### config.mk
export PLATFORM = sky130hd
export DESIGN_NAME = mlp_vec_feeder
export DESIGN_NICKNAME = d
export VERILOG_FILES = /design/src/rtl/mlp_vec_feeder.sv
export SDC_FILE = /design/constraint.sdc
export NUM_CORES = 1
export LEC_CHECK = 0
export BUFFER_PORTS_ARGS = -buffer_cell sky130_fd_sc_hd__buf_2
export CORE_MARGIN = 5
export CORE_UTILIZATION = 49
export CTS_BUF_LIST = sky130_fd_sc_hd__clkbuf_16
export DETAILED_ROUTE_END_ITERATION = 7
export PLACE_DENSITY = 0.91
export SYNTH_ARGS = -nofsm -noshare
export SYNTH_HDL_FRONTEND = slang
export SYNTH_SLANG_ARGS = --single-unit
### constraint.sdc
create_clock -name clk_i -period 2.1 [get_ports clk_i]
set_input_delay 0.105 -clock clk_i [delete_from_list [all_inputs] [get_ports clk_i]]
set_output_delay 0.105 -clock clk_i [all_outputs]
set_load 0.03 [all_outputs]
### src/rtl/mlp_vec_feeder.sv
// mlp_vec_feeder: operand sequencer for a 4-lane 8-bit dot-product MAC chain.
//
// It accepts a stream of (activation, weight) byte pairs and packs each group of
// four pairs into the 32-bit a/b operand words of the chain. The running
// accumulator drives the chain's sum0 input, and the chain output is captured
// once per group. After len groups, the 32-bit dot product is returned on a
// valid/ready result port.
//
// Ports:
//   clk_i, rst_ni        clock, asynchronous active-low reset
//   start_i, len_i       begin a vector of len_i groups (sampled in idle only)
//   busy_o               high whenever the feeder is not idle
//   in_valid_i/ready_o   byte-pair handshake; in_a_i / in_b_i carry the bytes
//   dp_sum0_o/a_o/b_o    operands to the MAC chain (lane k = bits [8k+7:8k])
//   dp_out_i             combinational chain result
//   res_valid_o/ready_i  result handshake; res_data_o holds the dot product
module mlp_vec_feeder #(
    parameter int unsigned LEN_W = 8,
    parameter int unsigned WIDTH = 32
) (
    input  logic             clk_i,
    input  logic             rst_ni,
    input  logic             start_i,
    input  logic [LEN_W-1:0] len_i,
    output logic             busy_o,
    input  logic             in_valid_i,
    output logic             in_ready_o,
    input  logic [7:0]       in_a_i,
    input  logic [7:0]       in_b_i,
    output logic [WIDTH-1:0] dp_sum0_o,
    output logic [WIDTH-1:0] dp_a_o,
    output logic [WIDTH-1:0] dp_b_o,
    input  logic [WIDTH-1:0] dp_out_i,
    output logic             res_valid_o,
    input  logic             res_ready_i,
    output logic [WIDTH-1:0] res_data_o
);

    typedef enum logic [1:0] {StIdle, StFill, StAcc, StDone} state_e;

    state_e           state_q;
    logic [WIDTH-1:0] acc_q;
    logic [WIDTH-1:0] pack_a_q;
    logic [WIDTH-1:0] pack_b_q;
    logic [1:0]       lane_q;
    logic [LEN_W-1:0] grp_q;
    logic [LEN_W-1:0] len_q;
    logic             busy_q;
    logic             in_ready_q;
    logic             res_valid_q;

    // The status flags are registered alongside the state, so none of them ever
    // depends combinationally on an input.
    always_ff @(posedge clk_i or negedge rst_ni) begin
        if (!rst_ni) begin
            state_q     <= StIdle;
            acc_q       <= '0;
            pack_a_q    <= '0;
            pack_b_q    <= '0;
            lane_q      <= '0;
            grp_q       <= '0;
            len_q       <= '0;
            busy_q      <= 1'b0;
            in_ready_q  <= 1'b0;
            res_valid_q <= 1'b0;
        end else begin
            unique case (state_q)
                StIdle: begin
                    if (start_i) begin
                        acc_q  <= '0;
                        lane_q <= '0;
                        grp_q  <= '0;
                        len_q  <= len_i;
                        busy_q <= 1'b1;
                        if (len_i != '0) begin
                            state_q    <= StFill;
                            in_ready_q <= 1'b1;
                        end else begin
                            // An empty vector reports a zero result immediately.
                            state_q     <= StDone;
                            res_valid_q <= 1'b1;
                        end
                    end
                end
                StFill: begin
                    if (in_valid_i) begin
                        pack_a_q[{lane_q, 3'b000} +: 8] <= in_a_i;
                        pack_b_q[{lane_q, 3'b000} +: 8] <= in_b_i;
                        lane_q <= lane_q + 2'd1;  // wraps to 0 after lane 3
                        if (lane_q == 2'd3) begin
                            state_q    <= StAcc;
                            in_ready_q <= 1'b0;
                        end
                    end
                end
                StAcc: begin
                    acc_q <= dp_out_i;
                    grp_q <= grp_q + LEN_W'(1);
                    if (grp_q + LEN_W'(1) == len_q) begin
                        state_q     <= StDone;
                        res_valid_q <= 1'b1;
                    end else begin
                        state_q    <= StFill;
                        in_ready_q <= 1'b1;
                    end
                end
                StDone: begin
                    if (res_ready_i) begin
                        state_q     <= StIdle;
                        res_valid_q <= 1'b0;
                        busy_q      <= 1'b0;
                    end
                end
                default: state_q <= StIdle;
            endcase
        end
    end

    assign busy_o      = busy_q;
    assign in_ready_o  = in_ready_q;
    assign res_valid_o = res_valid_q;
    assign dp_sum0_o   = acc_q;
    assign dp_a_o      = pack_a_q;
    assign dp_b_o      = pack_b_q;
    assign res_data_o  = acc_q;

endmodule

## Word level (Yosys, flattened, before mapping)

Index checks and enable logic that the tools add are counted.

| storage, ports and cells | value |
|---|---|
| word-level logic and storage cells | 73 |
| input port bits | 61 |
| bits in registers | 119 |
| output and inout port bits | 131 |

| cells by class | value |
|---|---|
| reductions and logical operators | 15 |
| shifts and indexed selects | 3 |
| equality and inequality tests | 13 |
| add/sub/neg operators | 3 |
| mux-type cells | 29 |

Operators with widths:

| operator | number |
|---|---|
| 32-bit bitwise mux | 2 |
| 32-bit case mux with 2 select lines | 1 |
| 8-bit by 7-bit variable part select with 32-bit output | 2 |
| 32-bit 2-to-1 mux | 1 |
| 8-bit by 7-bit variable shift with 32-bit output, first input constant | 1 |
| 2-bit 2-to-1 mux | 8 |
| 2-bit inequality test, second input constant | 8 |
| 8-bit case mux with 2 select lines | 1 |
| 1-bit 2-to-1 mux | 10 |
| 8-bit by 1-bit adder with 8-bit output, second input constant | 1 |
| 8-bit equality test | 1 |
| 8-bit 2-to-1 mux | 1 |
| 2-bit case mux with 4 select lines | 1 |
| 8-bit nonzero test | 1 |
| 5-bit negator with 7-bit output | 1 |
| 2-bit equality test, second input constant | 3 |
| 1-bit case mux with 3 select lines | 2 |
| 2-bit AND reduction | 3 |
| 3-bit AND reduction | 2 |
| 6-bit AND reduction | 1 |
| 2-bit nonzero test | 3 |
| 3-bit nonzero test | 2 |
| 5-bit AND reduction | 1 |
| 2-bit case mux with 2 select lines | 1 |
| 5 further kinds | 5 |

## Depth between registers and ports, before layout

Gate-level depths: netlist of run 1.

| logic depth | value |
|---|---|
| word-level depth | 4 |
| depth in mapped cells | 8 |
| mapped depth without buffers | 6 |

## Worst setup path before layout of run 1

No wires, ideal clock.

| path | value |
|---|---|
| path type | register -> register |
| start point | register lane_q[0] |
| end point | register pack_a_q[16], in the netlist dp_a_o[16] |
| cell stages (with the launch flop) | 8 |
| data arrival time | 1.860 ns |
| slack | 0.164 ns |
| path buffers | 1 |
| required time | 2.023 ns |
| period minus slack after synthesis | 1.936 ns |
| setup time | 0.077 ns |
| cell sequence | dfrtp_1 > inv_2 > ha_1 > inv_2 > nor3_1 > clkbuf_1 > nand2_1 > o21ai_1 |

| on the way | value |
|---|---|
| word-level cells in the longest chain between the ends | 3 |
| elaborated cells between the ends (all ways) | 4 |
| classes of those cells | 1 x add/sub; 2 x shift; 1 x mux |

Ends and longest elaborated chain:

| element | line | RTL |
|---|---|---|
| from (decl) | 45 | `logic [1:0] lane_q;` |
| from (signal assigned) | 89 | `lane_q <= lane_q + 2'd1;` |
| 5-bit negator with 7-bit output * | 87 | `pack_a_q[{lane_q, 3'b000} +: 8] <= in_a_i;` |
| 8-bit by 7-bit variable part select with 32-bit output or 8-bit by 7-bit variable shift with 32-bit output (tied branches) | 87 |  |
| 32-bit bitwise mux * | 87 |  |
| to (signal, indexed assignment) | 87 |  |
| to (decl) | 43 | `logic [WIDTH-1:0] pack_a_q;` |

Mark *: on every way between the ends. The rest lies on a longest branch, timed or not.
A chain may end at the register's enable or synchronous reset.

## Worst setup path after layout of run 1

| path | value |
|---|---|
| start point | register grp_q[0] |
| end point | register res_valid_q, in the netlist res_valid_o |

| on the way | value |
|---|---|
| word-level cells in the longest chain between the ends | 4 |

Ends and longest elaborated chain:

| element | line | RTL |
|---|---|---|
| from (decl) | 46 | `logic [LEN_W-1:0] grp_q;` |
| from (signal assigned) | 98 | `grp_q <= grp_q + LEN_W'(1);` |
| 8-bit by 1-bit adder with 8-bit output | 99 | `if (grp_q + LEN_W'(1) == len_q) begin` |
| 8-bit equality test | 99 |  |
| 2-bit inequality test (no line) | - |  |
| 5-bit AND reduction (no line) | - |  |
| to (signal assigned) | 81 | `res_valid_q <= 1'b1;` |
| to (signal assigned) | 101 | `res_valid_q <= 1'b1;` |
| to (signal assigned) | 110 | `res_valid_q <= 1'b0;` |
| to (decl) | 50 | `logic res_valid_q;` |

Every way passes these cells.

==> key figures, run 1 <==
Run status
  • Status: finished clean

Yosys
  • Average size of a mapped cell: 9.98 um^2
  • YS warnings: 0
  • Post-synth top area cell: dfrtp_1
  • Synth area leaders: dfrtp_1 (57%), nand2_1 (11%), o21ai_1 (7.0%)
  • Number of synthesized register bits: 119
  • Xor/xnor share of the synthesized area: 0.0152
  • Synth Instances: 521
  • Area share of and/or/nand/nor cells after synthesis: 0.152
  • Post-Syn Area: 5200 um^2
  • Sequential element share of the synthesized area: 0.573
  • Synth Area in Compound Gates: 0.152
  • Number of distinct library cells after synthesis: 42
  • Total nets after synthesis: 589
  • Synth Area in Adders: 0.0168
  • Proportion of synthesized area in mux cells: 0.0173
  • Post-synth top area share: 0.573
  • Main combinational cell family by area after synthesis: simple AND/OR/NAND/NOR gates

Clocking
  • Clk sink count: 119
  • CTS buffer count: 17
  • Hold_buf cts: 57
  • H-tree depth: 4
  • Bufs on Longest Clock Path: 2
  • Clock slew at reported path FFs: 60 ps
  • Skew-Pair Late Insertion Delay: 410 ps
  • Post-CTS Setup Bufs: 0
  • Post_cts resized: 0
  • Clock root cell: clkbuf_16
  • CTS tree: done

Worst setup path
  • Crit Path Class: flop to flop
  • CP endpoint kind: flop
  • Required time worst endpoint: 2440 ps
  • Worst setup SP type: flop
  • CP peak stage delay: 440 ps
  • Crit Reg-Reg Endpoint: res_valid_o$_DFFE_PN0P_
  • Critical path arrival: 2270 ps
  • Worst path slowest cell: dfrtp_1
  • Critical path cell sequence: ha_1, nor2b_1, nor4b_1, nor3_2, o41a_1, nand2_1
  • R2R setup slack: 170 ps
  • R2r worst-path depth: 6
  • Critical R2R Launch: grp_q[0]$_DFFE_PN0P_
  • Max FO, Critical Path: 6

Place
  • Post-DP HPWL: 10300 um
  • Number of I/O port buffers: 191
  • DP Area: 6080 um^2
  • RePlAce Congestion: 0.883

Global routing
  • Vias in the first global route: 4873
  • Met2 usage: 0.443
  • M3 GR Usage: 0.0647
  • First-pass GRT wire length: 25000 um
  • GR Util met1: 0.285
  • Total gr overflow: 0
  • Initial antenna violation count: 0
  • Grt peak-use layer: met2
  • Largest net degree at the start of global routing: 55
  • Total GRT Usage: 0.247

Route
  • First-pass iteration count of the detailed router: 5
  • DRT iter0 DRCs: 350
  • Remaining DRCs: 0
  • DR WL/cell: 17.4 um
  • Vias/cell: 5.21
  • Post-route ant nets: 0
  • Routed Wire Length: 15500 um
  • Vias post-DR: 4633

Floorplanning
  • Initial Util: 0.504
  • Die W: 113 um
  • Core Area: 10300 um^2
  • Num rows: 37
  • Chip height: 113 um
  • IO Pins: 192
  • Die Area: 12800 um^2

STA
  • Final Max Tran Viols: 0
  • Slew margin rel.: 0.638
  • Setup TNS: 0 ps
  • Final Setup Violations: 0
  • Final Hold Viols: 0
  • Final period utilization: 0.921
  • Slew @ Worst Pin: 543 ps
  • Skew final: 6.14 ps
  • RSZ-0062 raised after global routing: no
  • Fmax: 0.517 GHz
  • Fin crit period: 1930 ps

Cells and area
  • Design Area, Final: 7290 um^2
  • Diode count: 0
  • Area grow syn2layout: 40.1%
  • Share of post-route cells with drive strength above 1: 0.318
  • NumNets Final: 809
  • Commonest non-fill, non-tap cell in the layout: buf_2
  • Commonest cells after routing, fill and taps aside: buf_2 (190), nand2_1 (150), dfrtp_1 (119)

Power and ir drop
  • Pwr dens: 1620 nW/um^2
  • Power Total: 11.8 mW
  • Static Leak: 3.73 nW
  • Peak VDD IR: 0.986 mV

Worst hold path
  • Hold Crit Class: input pin to flop
  • Worst hold endpoint: state_q[1]$_DFFE_PN0P_
  • Hold wc startpoint: res_ready_i
  • Hold path depth: 4

Run
  • Max-cap violations: 0
-- how the worst max path moves through the flow --
stage / start / endpoint / slack, ps / cells past startpoint
floorplan: lane_q[0]$_DFFE_PN0P_ / dp_a_o[16]$_DFFE_PN0P_ / 160 / 7
detailed placement: grp_q[0]$_DFFE_PN0P_ / res_valid_o$_DFFE_PN0P_ / 210 / 6
global route: grp_q[0]$_DFFE_PN0P_ / res_valid_o$_DFFE_PN0P_ / 110 / 6
CTS: grp_q[0]$_DFFE_PN0P_ / res_valid_o$_DFFE_PN0P_ / 180 / 6
finish: grp_q[0]$_DFFE_PN0P_ / res_valid_o$_DFFE_PN0P_ / 170 / 6
global placement: grp_q[0]$_DFFE_PN0P_ / state_q[1]$_DFFE_PN0P_ / 300 / 6
-- power by group --
part	switching [mW]	internal (mW)	total, mW
combinational	3.46	1.48	4.94
clock	1.02	2.09	3.11
sequential	0.615	3.12	3.74
-- logic make-up after synthesis --
| logic type | after synthesis |
|---|---|
| buf+inv | 66 |
| compound gates | 126 |
| fa+ha+maj | 7 |
| mux | 8 |
| flops | 119 |
| simple gates | 186 |
| xor+xnor | 9 |
-- critical path: cells and delay by family, from the launching register on --
kind,cells,cell delay [ps]
and+or+nand+nor,4,710
AOI/OAI and AO/OA,1,430
adders and majority gates,1,290
DFF,1,440
-- cell usage after synthesis --
| cell | count |
|---|---|
| nor2_4 | 1 |
| nor3_2 | 1 |
| o21ai_1 | 73 |
| nor2b_1 | 5 |
| and2_1 | 1 |
| o41a_1 | 1 |
| clkbuf_1 | 18 |
| nand3_1 | 5 |
| and4b_2 | 1 |
| xor2_1 | 3 |
| nor3_1 | 3 |
| o221a_1 | 1 |
| and2_2 | 1 |
| xnor2_1 | 6 |
| buf_2 | 1 |
| a21oi_1 | 5 |
| nor3b_1 | 2 |
| nor2_1 | 5 |
| inv_4 | 1 |
| o31ai_1 | 1 |
| nand2_1 | 150 |
| o22ai_1 | 2 |
| or3_1 | 1 |
| a22o_1 | 34 |
| o211ai_1 | 1 |
| dfrtp_1 | 119 |
| buf_4 | 32 |
| nor4b_1 | 1 |
| inv_1 | 3 |
| inv_2 | 3 |
| and4_1 | 1 |
| mux2_1 | 8 |
| o41ai_1 | 2 |
| nor4_1 | 3 |
| and3_1 | 2 |
| nand4_1 | 2 |
| ha_1 | 7 |
| o211a_1 | 1 |
| buf_8 | 1 |
| buf_1 | 7 |
| and3b_1 | 1 |
| o21ai_0 | 5 |
-- registers in the layout, summed over array words and instances, names as in the netlist --
signal,count
dp_a_o,32
dp_b_o,32
dp_sum0_o,32
grp_q,8
len_q,8
lane_q,2
state_q,2
busy_o,1
in_ready_o,1
res_valid_o,1
-- final cells by class --
type                    instances  area [um^2]
clock buffers                  17          425
multi-input cells             336         1840
flip-flops and latches        119         2980
inverters                       7         28.8
clock inverters                15          210
fillers                       739         3040
repair buffers                260         1630
well taps                     136          170
-- stage by stage --
step                std cells  hold slack (ps)  utilization  worst slack [ps]
floorplan                 521             -191            -               164
global placement          801              118        0.589               297
detailed placement        801              129        0.589               210
CTS                       890             10.3        0.706               178
global route              890             69.6        0.706               107
finish                    890             45.3        0.706               166
-- layer usage --
metal	wire length, um	vias to the layer above
met3	1390	22
met4	295	0
li1	-	2175
met2	7900	242
met5	0	-
met1	5920	2194
Note: power is estimated with default switching activity, not from simulation.
==> run 2, diff against run 1 <==
CORE_ASPECT_RATIO = 2   (was not set)
==> run 2 against run 1 <==
  * Flip-flop and latch count is the same
  * Critical endpoint unchanged
  * Highest routed layer unchanged
  * Via count grew 2.7%
  * Register-to-register slack gained 30 ps
  * Combinational power is essentially flat
  * Core utilization shrank 1.9 points
  * Die area grew 0.98%
  * Largest cell class unchanged
  * Global-route usage grew 0.27 points
  * Clock power shrank 15%
  * First-iteration DRC count shrank 34%
  * Worst setup slack gained 26 ps
==> key figures, run 2 (synthesis gave the netlist of run 1 again) <==
Worst setup path
  • Worst setup SP type: flop
  • Crit Path Class: flop to flop
  • Critical path arrival: 2250 ps
  • Required time worst endpoint: 2440 ps
  • Max FO, Critical Path: 6
  • CP endpoint kind: flop

Global routing
  • Vias in the first global route: 5067
  • Largest net degree at the start of global routing: 66
  • First-pass GRT wire length: 25600 um
  • Initial antenna violation count: 0
  • Total gr overflow: 0
  • Total GRT Usage: 0.250

Cells and area
  • Design Area, Final: 7190 um^2
  • Final non-filler cell total: 890
  • Commonest cells after routing, fill and taps aside: buf_2 (190), nand2_1 (150), dfrtp_1 (119)
  • NumNets Final: 809
  • Diode count: 0
  • Area grow syn2layout: 38.3%
  • Share of post-route cells with drive strength above 1: 0.321
  • Commonest non-fill, non-tap cell in the layout: buf_2

STA
  • Final period utilization: 0.908
  • Slew @ Worst Pin: 658 ps
  • Skew final: 5.70 ps
  • Final Hold Viols: 0
  • Setup TNS: 0 ps
  • Final Max Tran Viols: 0
  • Fmax: 0.524 GHz
  • Slew margin rel.: 0.557
  • Fin crit period: 1910 ps
  • Final Setup Violations: 0
  • RSZ-0062 raised after global routing: no

Clocking
  • CTS buffer count: 17
  • Clock slew at reported path FFs: 50 ps
  • Bufs on Longest Clock Path: 2
  • Clock root cell: clkbuf_16
  • H-tree depth: 4
  • CTS tree: done
  • Clk sink count: 119
  • Skew-Pair Late Insertion Delay: 400 ps

Run
  • Max-cap violations: 0

Floorplanning
  • Initial Util: 0.496
  • Chip height: 156 um
  • Num rows: 53
  • Core Area: 10500 um^2
  • Die W: 82.8 um
  • Die Area: 12900 um^2
  • IO Pins: 192

Route
  • DRT iter0 DRCs: 230
  • Vias post-DR: 4759
  • Remaining DRCs: 0
  • Routed Wire Length: 15800 um
  • DR WL/cell: 17.8 um
  • First-pass iteration count of the detailed router: 4
  • Post-route ant nets: 0
  • Vias/cell: 5.35

Run status
  • Status: finished clean

Place
  • Post-DP HPWL: 10600 um
  • DP Area: 6070 um^2
  • Number of I/O port buffers: 191
  • Placed cell count: 801
  • RePlAce Congestion: 0.870

Power and ir drop
  • Peak VDD IR: 1.01 mV
  • Pwr dens: 1570 nW/um^2
  • Static Leak: 3.69 nW

Worst hold path
  • Hold Crit Class: input pin to flop
==> run 2: repair_timing <==
item,in CTS,in global routing
hold buffers,58,0
endpoints found under the setup margin,0,0
buffers inserted,0,0
hold endpoints to repair,202,0
resized for setup,0,0
==> run 2: worst max-delay path, stage by stage (launching register included) <==
cell and delay, ps:
dfrtp_1 430, ha_1 290, nor2b_1 170, nor4b_1 360
nor3_2 90, o41a_1 430, nand2_1 70
==> run 2: layout make-up <==
| class | count | area (um^2) |
|---|---|---|
| Clock buffer | 17 | 425 |
| Clock inverter | 14 | 113 |
| Fill cell | 705 | 3290 |
| Multi-Input combinational cell | 336 | 1840 |
| Sequential cell | 119 | 2980 |
| Timing Repair Buffer | 260 | 1630 |
| Inverter | 7 | 28.8 |
| Tap cell | 137 | 171 |
==> run 2: final timing paths <==
kind                       slack, ps                   endpoint  cells after the start                  start
hold reg to reg                  480      dp_a_o[5]$_DFFE_PN0P_                      2  dp_a_o[5]$_DFFE_PN0P_
setup reg to reg                 190    res_valid_o$_DFFE_PN0P_                      6   grp_q[0]$_DFFE_PN0P_
min in group asynchronous         90      dp_b_o[2]$_DFFE_PN0P_                      2                 rst_ni
hold / removal                    40      dp_a_o[6]$_DFFE_PN0P_                      3              in_a_i[6]
max in group asynchronous       1240  dp_sum0_o[16]$_DFFE_PN0P_                      3                 rst_ni
setup / recovery                 190    res_valid_o$_DFFE_PN0P_                      6   grp_q[0]$_DFFE_PN0P_
==> run 2: per-stage QoR <==
| stage | power, mW | setup slack [ps] | util | hold WS (ps) |
|---|---|---|---|---|
| after floorplan | 7.27 | 164 | - | -191 |
| after global placement | 8.37 | 309 | 0.580 | -40.1 |
| after global routing | 11.9 | 31.7 | 0.686 | 17.1 |
| after detailed placement | 8.57 | 198 | 0.580 | -33.6 |
| after CTS | 11.3 | 208 | 0.686 | 8.02 |
| final | 11.3 | 192 | 0.686 | 38.8 |
==> run 2: per-layer routing <==
layer / routed length, um / vias up / global-route usage
met5: 0 / - / 0
met4: 817 / 0 / 0.140
met3: 1030 / 43 / 0.0708
met2: 8630 / 240 / 0.465
met1: 5360 / 2298 / 0.244
li1: - / 2178 / -
==> run 2: report_power, final <==
part | total, mW | switching, mW | internal (mW)
combinational | 4.95 | 3.48 | 1.47
clock | 2.63 | 1.02 | 1.60
sequential | 3.74 | 0.614 | 3.12
==> run 3, diff against run 2 <==
ABC_AREA = 1   (was not set)
CORE_UTILIZATION = 50   (was 49)
PLACE_DENSITY = 0.92   (was 0.91)
==> run 3 against run 2 <==
  * Power up 3.2%
  * Synthesized area rose by 7.7%
  * Global-route usage up 2.3 points
  * Clock skew is 7.8 ps higher
  * Combinational power up 9.3%
  * Routed wire length rose by 14%
  * Synthesized cell count grew 17%
  * First-iteration DRC count rose by 53%
  * Final cell count grew 8.8%
  * Critical endpoint is now dp_b_o[30]$_DFFE_PN0P_
==> key figures, run 3 <==
Yosys
  • Synth Instances: 608
  • Post-synth top area share: 0.532
  • Post-synth EDFFs: 0
  • Synth area leaders: dfrtp_1 (53%), nand2_1 (7.5%), nand3_1 (5.3%)
  • Number of distinct library cells after synthesis: 32
  • YS warnings: 0
  • Total nets after synthesis: 676
  • Most frequent cell after synthesis: dfrtp_1
  • Post-synth top flop: dfrtp_1
  • Post-synth top area cell: dfrtp_1
  • Sequential element share of the synthesized area: 0.532
  • Number of synthesized register bits: 119
  • Post-Syn Area: 5600 um^2
  • Async SR Flop Fraction: 1.00
  • Synth top cells by count: dfrtp_1 (119), nand2_1 (112), nand3_1 (59), o21ai_0 (52), nand4_1 (40)
  • Average size of a mapped cell: 9.21 um^2

STA
  • Slew @ Worst Pin: 672 ps
  • Final Max Tran Viols: 0
  • Slew margin rel.: 0.552
  • Hold Slack: 17.1 ps
  • Final Setup Violations: 0
  • Setup TNS: 0 ps
  • Final period utilization: 0.888
  • Skew final: 13.5 ps
  • RSZ-0062 raised after global routing: no
  • Fin crit period: 1870 ps
  • Fmax: 0.536 GHz
  • Final Hold Viols: 0

Place
  • DP Area: 6460 um^2
  • RePlAce Congestion: 0.944
  • Placed cell count: 889
  • Post-DP HPWL: 12500 um
  • Number of I/O port buffers: 191

Clocking
  • CTS buffer count: 17
  • Clock root cell: clkbuf_16
  • Bufs on Longest Clock Path: 2
  • Skew-Pair Late Insertion Delay: 410 ps
  • H-tree depth: 4
  • CTS tree: done
  • Post_cts resized: 0
  • Clock slew at reported path FFs: 60 ps
  • Clk sink count: 119

Floorplanning
  • Num rows: 54
  • Initial Util: 0.512
  • Die Area: 13500 um^2
  • Core Area: 10900 um^2
  • Chip height: 160 um
  • Die W: 84.8 um
  • IO Pins: 192

Worst setup path
  • Required time worst endpoint: 2430 ps
  • Max FO, Critical Path: 22
  • Worst setup SP type: flop
  • CP endpoint kind: flop
  • Critical path arrival: 2200 ps
  • R2R setup slack: 230 ps
  • Crit Path Class: flop to flop

Route
  • Routed Wire Length: 18000 um
  • Vias post-DR: 5404
  • First-pass iteration count of the detailed router: 5
  • Vias/cell: 5.58
  • Remaining DRCs: 0
  • DRT iter0 DRCs: 352
  • Post-route ant nets: 0
  • DR WL/cell: 18.6 um

Global routing
  • First-pass GRT wire length: 28800 um
  • Total gr overflow: 0
  • Total GRT Usage: 0.272
  • Initial antenna violation count: 1
  • Vias in the first global route: 5551
  • Largest net degree at the start of global routing: 55

Cells and area
  • Share of post-route cells with drive strength above 1: 0.317
  • Seq. cell area: 2980 um^2
  • Final non-filler cell total: 968
  • Footprint of the multi-input gates: 2090 um^2
  • Design Area, Final: 7490 um^2
  • Fill cell count: 816
  • Area grow syn2layout: 33.7%
  • Commonest cells after routing, fill and taps aside: buf_2 (190), dfrtp_1 (119), nand2_1 (112)
  • NumNets Final: 882
  • Commonest non-fill, non-tap cell in the layout: buf_2

Power and ir drop
  • Static Leak: 4.18 nW
  • Peak VDD IR: 0.893 mV
  • Power Total: 11.7 mW
  • Pwr dens: 1560 nW/um^2

Run
  • Max-cap violations: 0

Run status
  • Status: finished clean

Worst hold path
  • Hold Crit Class: input pin to flop
run 3: cell types whose count changed after synthesis, sizes merged, moves of 7 or more:
cell / previous run / this run
nand3: 5 / 60
nand4: 2 / 40
nand2: 150 / 119
inv: 7 / 36
nor2: 6 / 32
mux2: 8 / 0
buf: 41 / 48
o21ai: 78 / 85
run 3: cell type report:
class	count	share of cell area
antenna	1	0.000334
inverter	37	0.0187
sequential	119	0.398
multi-input combinational	388	0.279
timing repair buffer	251	0.205
tap	140	0.0234
clock inverter	15	0.0192
clock buffer	17	0.0568
run 3: metal layers:
layer  vias to the layer above  global-route usage  share of wire
met3                        83              0.0645          0.073
li1                       2472                   -              -
met2                       326               0.493           0.54
met5                         -                   0              0
met4                         0               0.157          0.060
met1                      2523               0.278           0.33
run 3: report_power, final:
part	total [mW]	switching, mW	leakage [nW]	internal [mW]
logic	5.41	3.86	2.32	1.55
clock network	2.75	1.10	0.273	1.65
registers	3.52	0.536	1.59	2.98
total	11.7	5.49	4.18	6.19
run 3: worst paths after layout:
path | start | end | cells past startpoint
worst max-delay path | lane_q[0]$_DFFE_PN0P_ | dp_b_o[30]$_DFFE_PN0P_ | 6
worst min register to register | res_valid_o$_DFFE_PN0P_ | res_valid_o$_DFFE_PN0P_ | 2
worst min-delay path | in_a_i[0] | dp_a_o[16]$_DFFE_PN0P_ | 3
max in group asynchronous | rst_ni | dp_b_o[30]$_DFFE_PN0P_ | 3
min in group asynchronous | rst_ni | dp_b_o[22]$_DFFE_PN0P_ | 2
worst max register to register | lane_q[0]$_DFFE_PN0P_ | dp_b_o[30]$_DFFE_PN0P_ | 6
run 3: timing repair:
| action | in CTS | in global routing |
|---|---|---|
| hold endpoints to repair | 96 | 0 |
| hold buffers | 46 | 0 |
| buffers inserted | 0 | 0 |
| setup endpoints to repair | 0 | 0 |
run 3: metrics by stage:
stage,util,worst slack [ps]
after floorplan,-,359
after global placement,0.590,398
after detailed placement,0.590,356
after CTS,0.684,285
after global routing,0.684,79.2
final,0.684,235
run 3: kinds of logic after synthesis:
| family | after synthesis | share of synthesized area |
|---|---|---|
| XOR/XNOR | 2 | 0.00313 |
| buffers and inverters | 101 | 0.0954 |
| adder cells (fa/ha/maj) | 7 | 0.0156 |
| AND/OR/NAND/NOR | 258 | 0.224 |
| flip-flops | 119 | 0.532 |
| AO/OA/AOI/OAI | 121 | 0.130 |
run 3: critical path, stage by stage (launching register included):
cell and delay, ps:
dfrtp_1 350, buf_4 260, ha_1 180, inv_1 250
nor2_4 400, nand4_1 220, nand2_1 120
